==> config.mk <==
export PLATFORM = sky130hd
export DESIGN_NAME = debounced_gate_array
export DESIGN_NICKNAME = d
export VERILOG_FILES = /design/src/rtl/debounced_gate_array.sv
export SDC_FILE = /design/constraint.sdc
export NUM_CORES = 1
export LEC_CHECK = 0
export ABC_AREA = 1
export CAP_MARGIN = 20
export CORE_MARGIN = 5
export CORE_UTILIZATION = 47
export CTS_CLUSTER_DIAMETER = 150
export CTS_CLUSTER_SIZE = 25
export DETAILED_ROUTE_END_ITERATION = 10
export GPL_ROUTABILITY_DRIVEN = 0
export GPL_TIMING_DRIVEN = 0
export PLACE_DENSITY = 0.78
export SETUP_SLACK_MARGIN = 0.02
export SLEW_MARGIN = 0
export SYNTH_ARGS = -nofsm -noshare
export SYNTH_HDL_FRONTEND = slang
export SYNTH_SLANG_ARGS = --single-unit
==> constraint.sdc <==
create_clock -name clk -period 2.9 [get_ports clk]
set_input_delay 0.58 -clock clk [delete_from_list [all_inputs] [get_ports clk]]
set_output_delay 0.58 -clock clk [all_outputs]
set_load 0.01 [all_outputs]
==> src/rtl/debounced_gate_array.sv <==
// N-channel switch debouncer feeding a mode-selectable reduction (AND/OR/XOR/majority)
// with a saturating transition counter. Define SYNC2_EN to add a two-flop input synchroniser.
module debounced_gate_array #(
    parameter int N_INPUTS        = 4,
    parameter int DEBOUNCE_CYCLES = 8,
    parameter int CNT_W           = 8
) (
    input  logic                clk,
    input  logic                rst,
    input  logic [N_INPUTS-1:0] sw,
    input  logic [1:0]          mode,
    output logic [N_INPUTS-1:0] stable,
    output logic                s,
    output logic [CNT_W-1:0]    toggle_count
);
    localparam int CW = (DEBOUNCE_CYCLES > 1) ? $clog2(DEBOUNCE_CYCLES) : 1;
    localparam int PW = $clog2(N_INPUTS + 1);
    localparam logic [CW-1:0]    CNT_LAST = CW'(DEBOUNCE_CYCLES - 1);
    localparam logic [PW-1:0]    HALF     = PW'(N_INPUTS / 2);
    localparam logic [CNT_W-1:0] TOG_MAX  = '1;

    logic [N_INPUTS-1:0] sw_in;
    logic [N_INPUTS-1:0] stable_w;
    logic                s_reg;
    logic                s_next;
    logic [CNT_W-1:0]    toggle_reg;
    logic [PW-1:0]       pop_count;

`ifdef SYNC2_EN
    logic [N_INPUTS-1:0] sync_meta_reg;
    logic [N_INPUTS-1:0] sync_out_reg;

    always_ff @(posedge clk) begin
        if (rst) begin
            sync_meta_reg <= '0;
            sync_out_reg  <= '0;
        end else begin
            sync_meta_reg <= sw;
            sync_out_reg  <= sync_meta_reg;
        end
    end

    assign sw_in = sync_out_reg;
`else
    assign sw_in = sw;
`endif

    // Each channel owns its level and run-length counter; any agreeing sample restarts the run.
    generate
        for (genvar gi = 0; gi < N_INPUTS; gi++) begin : g_chan
            logic          chan_stable_reg;
            logic [CW-1:0] chan_cnt_reg;

            always_ff @(posedge clk) begin
                if (rst) begin
                    chan_stable_reg <= 1'b0;
                    chan_cnt_reg    <= '0;
                end else if (sw_in[gi] == chan_stable_reg) begin
                    chan_cnt_reg <= '0;
                end else if (chan_cnt_reg == CNT_LAST) begin
                    chan_stable_reg <= sw_in[gi];
                    chan_cnt_reg    <= '0;
                end else begin
                    chan_cnt_reg <= chan_cnt_reg + 1'b1;
                end
            end

            assign stable_w[gi] = chan_stable_reg;
        end
    endgenerate

    always_comb begin
        pop_count = '0;
        for (int i = 0; i < N_INPUTS; i++) begin
            pop_count = pop_count + PW'(stable_w[i]);
        end
        s_next = 1'b0;
        case (mode)
            2'b00:   s_next = &stable_w;
            2'b01:   s_next = |stable_w;
            2'b10:   s_next = ^stable_w;
            default: s_next = (pop_count > HALF);  // strict: an even-N tie gives 0
        endcase
    end

    always_ff @(posedge clk) begin
        if (rst) begin
            s_reg      <= 1'b0;
            toggle_reg <= '0;
        end else begin
            s_reg <= s_next;
            if ((s_next != s_reg) && (toggle_reg != TOG_MAX)) begin
                toggle_reg <= toggle_reg + 1'b1;
            end
        end
    end

    assign stable       = stable_w;
    assign s            = s_reg;
    assign toggle_count = toggle_reg;
endmodule

### After elaboration in Yosys (flattened, before gate mapping)

Cells that the tools add are included.

* shift operators: 0
* equality and inequality tests: 12
* div/mod/pow operators: 0
* multiplexer cells: 1
* $add $sub $neg: 8
* reductions and logical operators: 13
* bitwise gates (word level): 4
* multipliers: 0
* order comparisons: 1

Operator list (count)
* 3-bit by 1-bit adder with 3-bit output, second input constant: 4
* 3-bit equality test, second input constant: 4
* 3-bit OR reduction: 4
* 8-bit by 1-bit adder with 8-bit output, second input constant: 1
* 8-bit inequality test, second input constant: 1
* 2-bit AND reduction: 4
* 1-bit equality test: 4
* 1-bit NOT: 4
* 4-bit AND reduction: 1
* 4-bit OR reduction: 1
* 4-bit parity: 1
* 2-bit by 1-bit adder with 3-bit output: 1
* 3-bit by 1-bit adder with 3-bit output: 1
* 3-bit by 2-bit greater-than comparator with 1-bit output, second input constant: 1
* 1-bit case mux with 3 select lines: 1
* 1-bit by 1-bit adder with 2-bit output: 1
* 2-bit by 1-bit equality test with 1-bit output, second input constant: 1
* 2-bit equality test, second input constant: 1
* 2-bit logical NOT: 1
* 1-bit logical AND: 1
* 1-bit inequality test: 1

* latch bits: 0
* input bits: 8
* memory bits (read-only): 0
* memory bits (writable): 0
* output and inout port bits: 13
* memories kept: 0
* flip-flop bits (word level): 25

### Depth between registers and ports, before layout

Gate-level depths: netlist of the first run.

* word-level depth: 7
* gate-level depth with buffers: 12

### Least setup slack after synthesis of the first run

Ideal clock, no wire load.

* path kind: register -> register
* start: reg g_chan[1].chan_stable_reg
* end: reg toggle_reg[0] (netlist: toggle_count[0])
* cell stages (with the launch flop): 12
* arrival time: 1.981 ns
* setup slack: 0.853 ns
* data required time: 2.834 ns
* path through: dfxtp_1 fa_1 ha_1 ha_1 nand3_1 nand2_1 nand2_1 nand2_1 nand2_1 nand2_2 nand3_1 a21oi_2

* longest elaborated chain between the ends: 7

RTL lines
* start, declared: line 51 `logic chan_stable_reg;`
* start signal, assigned: line 61 `chan_stable_reg <= sw_in[gi];`
* 1-bit by 1-bit adder with 2-bit output: line 75 `pop_count = pop_count + PW'(stable_w[i]);`
* 2-bit by 1-bit adder with 3-bit output: line 75
* 3-bit by 1-bit adder with 3-bit output: line 75
* 3-bit by 2-bit greater-than comparator with 1-bit output: line 82 `default: s_next = (pop_count > HALF);`
* 1-bit case mux with 3 select lines (*): line 78 `case (mode)`
* 1-bit inequality test (*): line 92 `if ((s_next != s_reg) && (toggle_reg != TOG_MAX)) begin`
* 1-bit logical AND (*): line 92
* end signal, assigned: line 93 `toggle_reg <= toggle_reg + 1'b1;`
* end, declared: line 26 `logic [CNT_W-1:0] toggle_reg;`

Every way passes the cells marked *; elsewhere a longest branch is shown, timed or not.
A chain may end at the register's enable or synchronous reset.

### Worst setup path in the final report of the first run

* start: reg g_chan[1].chan_stable_reg
* end: reg toggle_reg[2] (netlist: toggle_count[2])

Same word-level chain as after synthesis.

==> impl_results.md, run 1 <==
* Status: completed
* # clock sinks at 25
* Largest register FFs at 12
* CP Data Required Time at 3.16 ns
* Root buffer cell: clkbuf_4
* Routed len/inst at between 10 and 15 µm
* # resized after CTS at 0
* I/O pin cnt at 21
* Top cell type's share of synthesized area at 36.9%
* Pwr Density at between 300 and 400 nW/µm²
* Leak at about 0.71 nW
* Number of flops mapped to enable cells by yosys at 0
* Routed Antenna Nets at 0
* Final Util at 58.4%
* Drt total wl at 2550 µm
* Share of cells above drive strength 1 at 11.8%
* CP max stage delay at about 0.52 ns
* Total CTS buffers at 3
* Hold WC Path Type: reg -> reg
* Non-Filler Instances at 218
* Worst Setup Start Kind: register
* CP max stage cell: dfxtp_1
* Hold Fails Final Rpt at 0
* Critical Path End Type: register
* Nets at 213
* GRT Total Usage at 13.5%
* Top FF cell, synth: dfxtp_1
* Filler cells at 250
* Die Ht at 63.7 µm
* Initial core utilization at 49.2%
* Max cap viols at 0
* Register area share after synthesis at 36.9%
* CP Buf/Inv Count at 0
* Site Rows at 19
* Yosys top cell by area: dfxtp_1
* Drc violations at 0
* Final period util at 81.5%
* Final WS setup at 0.535 ns
* Top post-synthesis cells by area: dfxtp_1 (37%), ha_1 (15%), inv_1 (7.5%), nand2_1 (5.5%), nor2_1 (5.0%)
* Critical-path cell list: fa_1 > ha_1 > ha_1 > nand3_1 > nand2_1 > nand2_1 > nand2_1 > nand2_1 > nand2_2 > nand3_1 > a21oi_2
* List of most frequent post-synthesis cells: inv_1 (27), dfxtp_1 (25), nand2_1 (20)
* Syn_nets at 189
* Area of the die at between 4000 and 5000 µm²
* Ant diodes at 0
* Seq. cell area at between 500 and 600 µm²
* Buffers added on ports at 19
* Setup Fix Bufs, Post-CTS at 0
* Area Growth Syn to Fin at 18.8%
* Avg Inst Size Synth at 8.27 µm²
* DP Worst Slack at 0.579 ns
* H-Tree Depth at 1
* Clock Skews at 0.00397 ns
* Yosys warns at 0
* Clock Pin Slew Worst Setup and Hold Paths at 0.13 ns
* Cts hold-fix bufs at 0
* Total power draw at 0.566 mW
* Number of synthesized register bits at 25
* Initial antenna violation count at 0
* Ys async rst share at 0%
* Placed cells at 214
* Netlist cell types at 20
* Max Slew Vio Count at 0
* Final setup vio count at 0
* Slew HR at approximately four fifths
* Pin count of the biggest net entering global routing at 14
* Mapped Cells at 164
* Initial DRC Count at 37
* CTS tree: built
* Maximum root-to-sink buffer count at 2
* Worst-Skew Late Latency at ~0.32 ns
* Drt first pass iters at 4
* Slew @ Worst Pin at 0.299 ns
* Total gr overflow at 0
* Die Wd at around 64 µm
* CP Data Arrival Time at approximately 2.6 ns
* Multi-input gate area at 716 µm²
* Detail Placement HPWL at around 2000 µm
* Final min period at roughly 2.4 ns
* Vias in the first global route at 1192
* Synthesized area at 1360 µm²
* Most common cell in the netlist: inv_1
* Vias per cell at around 5.1
* Total core area at 2760 µm²
* Fmax at around 0.42 GHz
* Critical path's top delay family: adder cells
* Critical path type: reg -> reg
* Crit-path most repeated cell: nand2_1
* Via count at 1102
* First-pass GRT wire length at 4520 µm
* Worst ir drop on vdd at 0.284 mV
* Max FO, Critical Path at 8
* RSZ-0062 raised after global routing: no
* Setup TNS at 0 ns
final cells by class:
type / instances / share of cell area, %
multi-input combinational: 106 / 44.4
sequential: 25 / 31.1
timing repair buffer: 19 / 11.8
inverter: 28 / 6.52
tap: 31 / 2.41
buffer: 5 / 2.17
clock buffer: 4 / 1.63
worst register-to-register path: stages (launching register included):
cell and delay (ns):
dfxtp_1 0.52, fa_1 0.47, ha_1 0.21, ha_1 0.28
nand3_1 0.07, nand2_1 0.07, nand2_1 0.08, nand2_1 0.12
nand2_1 0.08, nand2_2 0.15, nand3_1 0.12, a21oi_2 0.15
cells by family after synthesis:
logic type,share of synthesized area [%]
and+or+nand+nor,20.8
buffers and inverters,10.3
AOI/OAI and AO/OA,11.8
DFF,36.9
adders and majority gates,16.2
xor gates and xnor gates,3.87
through the flow:
stage / instance area (µm²) / hold WS [ns]
global route: 1610 / 0.457
global placement: 1590 / 0.406
finish: 1610 / 0.430
detailed placement: 1590 / 0.413
floorplan: 1360 / 0.399
CTS: 1610 / 0.432
layout by cell type, fill, tap and decap left out:
cell,n
inv_1,27
nor2_4,1
a21oi_1,10
nand3_4,2
dfxtp_1,25
buf_2,1
nand2_1,20
buf_4,4
inv_2,1
nor2_1,18
clkbuf_1,1
clkdlybuf4s50_1,19
nand3_1,13
a21oi_2,6
ha_1,16
fa_1,1
nor3_2,1
a21boi_1,1
clkbuf_4,3
o211ai_1,4
o21ai_0,4
xor2_1,6
nand2_2,3
path summary, 6_finish.rpt:
| path | start | end | slack (ns) | cells past startpoint |
|---|---|---|---|---|
| min reg2reg | g_chan[0].chan_cnt_reg[0] | g_chan[0].chan_cnt_reg[0] | 0.43 | 1 |
| min | g_chan[0].chan_cnt_reg[0] | g_chan[0].chan_cnt_reg[0] | 0.43 | 1 |
| max | g_chan[1].chan_stable_reg | toggle_count[2] | 0.54 | 11 |
| max reg2reg | g_chan[1].chan_stable_reg | toggle_count[2] | 0.54 | 11 |
per-layer routing:
layer  vias to the layer above  global-route usage (%)  routed length, µm
li1                        569                       -                  -
met1                       515                    13.3               1050
met2                        14                    26.9               1390
met3                         4                    1.95                 58
met4                         0                    6.49                 50
met5                         -                       0                  0
report_power, final:
group / internal [mW] / switching, mW / total (mW)
clock network: 0.0539 / 0.103 / 0.157
registers: 0.352 / 0.00529 / 0.357
logic: 0.0236 / 0.0293 / 0.0528
total: 0.429 / 0.137 / 0.566
Power figures use the tool's default switching activity.
==> run 2: changes to the inputs <==
clock period = 2.4 ns   (was 2.9 ns; I/O delays follow)
==> run 2 against run 1 <==
Net effect:
- routed wire length increased by 0.55%
- fmax increased by 7.1%
- sequential share of layout area increased by 0.28 points
- worst setup slack lost 0.34 ns
- critical path type unchanged
==> impl_results.md, run 2 (synthesized netlist as in run 1, its figures left out) <==
* CP Data Required Time at around 2.7 ns
* Crit-path most repeated cell: nand2_1
* Setup Fix Bufs, Post-CTS at 0
* Dpl cell area at 1590 µm²
* Pin count of the biggest net entering global routing at 14
* CP Data Arrival Time at 2.47 ns
* Clock Skews at 0.00524 ns
* Critical Path End Type: register
* Die Ht at 63.7 µm
* # clock sinks at 25
* Largest register FFs at 12
* Non-Filler Instances at 218
* RSZ-0062 raised after global routing: no
* Hold WC Path Type: reg -> reg
* Max FO, Critical Path at 8
* Worst-Skew Late Latency at 0.32 ns
* Via count at 1109
* Detail Placement HPWL at 2050 µm
* Site Rows at 19
* Area of the die at roughly 4100 µm²
* Total gr overflow at 0
* Initial core utilization at about half
* Hold Fails Final Rpt at 0
* Final Util at 58.9%
* Maximum root-to-sink buffer count at 2
* Critical path type: reg -> reg
* Routed Antenna Nets at 0
* Filler cells at 253
* CP Buf/Inv Count at 0
* Worst Setup Start Kind: register
* Final WS setup at 0.192 ns
* Critical-path cell list: fa_1 > ha_1 > ha_1 > nand3_1 > nand2_1 > nand2_1 > nand2_1 > nand2_1 > nand2_4 > nand3_1 > a21oi_2
* GRT Total Usage at between 10 and 15%
* Pwr Density at 420 nW/µm²
* Commonest cells after routing, fill and taps aside: inv_1 (27), dfxtp_1 (22), nand2_1 (20)
* Drt first pass iters at 4
* Drt total wl at 2560 µm
* Buffers added on ports at 19
* Die Wd at between 60 and 70 µm
* Critical path's top delay family: adder cells
* Worst ir drop on vdd at 0.344 mV
* Leak at between 0.7 and 0.8 nW
* Max cap viols at 0
* Drc violations at 0
* Share of cells above drive strength 1 at 13.4%
* Design Area, Final at 1630 µm²
* Vias in the first global route at 1192
* Nets at 213
* Routed len/inst at 11.8 µm
* Max Slew Vio Count at 0
* Status: completed
* Final min period at 2.21 ns
* Fmax at 0.453 GHz
* Final period util at a little over 90%
* Commonest non-fill, non-tap cell in the layout: inv_1
* First-pass GRT wire length at 4520 µm
* Setup TNS at 0 ns
* CP max stage delay at 0.48 ns
* Ant diodes at 0
* Vias per cell at 5.09
* Initial DRC Count at 32
* CP max stage cell: fa_1
* I/O pin cnt at 21
* H-Tree Depth at 1
* Final setup vio count at 0
* Root buffer cell: clkbuf_4
* Slew @ Worst Pin at 0.273 ns
* DP Worst Slack at 0.0792 ns
* Total core area at 2760 µm²
* Total CTS buffers at 3
* Initial antenna violation count at 0
* Placed cells at 214
* Area Growth Syn to Fin at 19.8%
* Slew HR at approximately four fifths
* CTS tree: built
* Clock Pin Slew Worst Setup and Hold Paths at between 0.1 and 0.15 ns
[run 2: layer usage]
| layer | wire (µm) | up-vias | track usage [%] |
|---|---|---|---|
| li1 | - | 569 | - |
| met1 | 1070 | 524 | 13.3 |
| met3 | 53 | 4 | 1.95 |
| met5 | 0 | - | 0 |
| met4 | 50 | 0 | 6.49 |
| met2 | 1380 | 12 | 26.9 |
[run 2: per-stage QoR]
stage	total power, mW	hold slack (ns)
floorplan	0.476	0.399
global placement	0.500	0.406
detailed placement	0.505	0.413
CTS	0.690	0.432
global route	0.713	0.457
finish	0.683	0.430
[run 2: layout make-up]
type                       count  area, µm²  share of cell area [%]
buffer                         5       35.0                    2.16
timing repair buffer          19        190                    11.7
multi-input combinational    106        721                    44.3
sequential                    25        509                    31.3
clock buffer                   4       26.3                    1.62
inverter                      28        105                    6.47
tap                           31       38.8                    2.39
[run 2: worst register-to-register path, stage by stage (launching register included)]
cell and delay (ns):
dfxtp_2 0.38, fa_1 0.48, ha_1 0.21, ha_1 0.28
nand3_1 0.07, nand2_1 0.07, nand2_1 0.09, nand2_1 0.12
nand2_1 0.10, nand2_4 0.11, nand3_1 0.10, a21oi_2 0.15
[run 2: final timing paths]
path,cells past startpoint,to,slack [ns],start
max reg2reg,11,toggle_count[2],0.19,g_chan[0].chan_stable_reg
min,1,g_chan[0].chan_cnt_reg[0],0.43,g_chan[0].chan_cnt_reg[0]
max,11,toggle_count[2],0.19,g_chan[0].chan_stable_reg
min reg2reg,1,g_chan[0].chan_cnt_reg[0],0.43,g_chan[0].chan_cnt_reg[0]
[run 2: timing repair]
item / 4_1_cts / 5_1_grt
hold buffers: 0 / 0
setup endpoints to repair: 0 / 8
gates resized for setup: 0 / 6
[run 2: report_power, final]
part / switching, mW / leakage, nW / internal [mW]
sequential: 0.00646 / 0.205 / 0.422
clock: 0.124 / 0.0150 / 0.0651
combinational: 0.0361 / 0.497 / 0.0290
total: 0.166 / 0.717 / 0.517
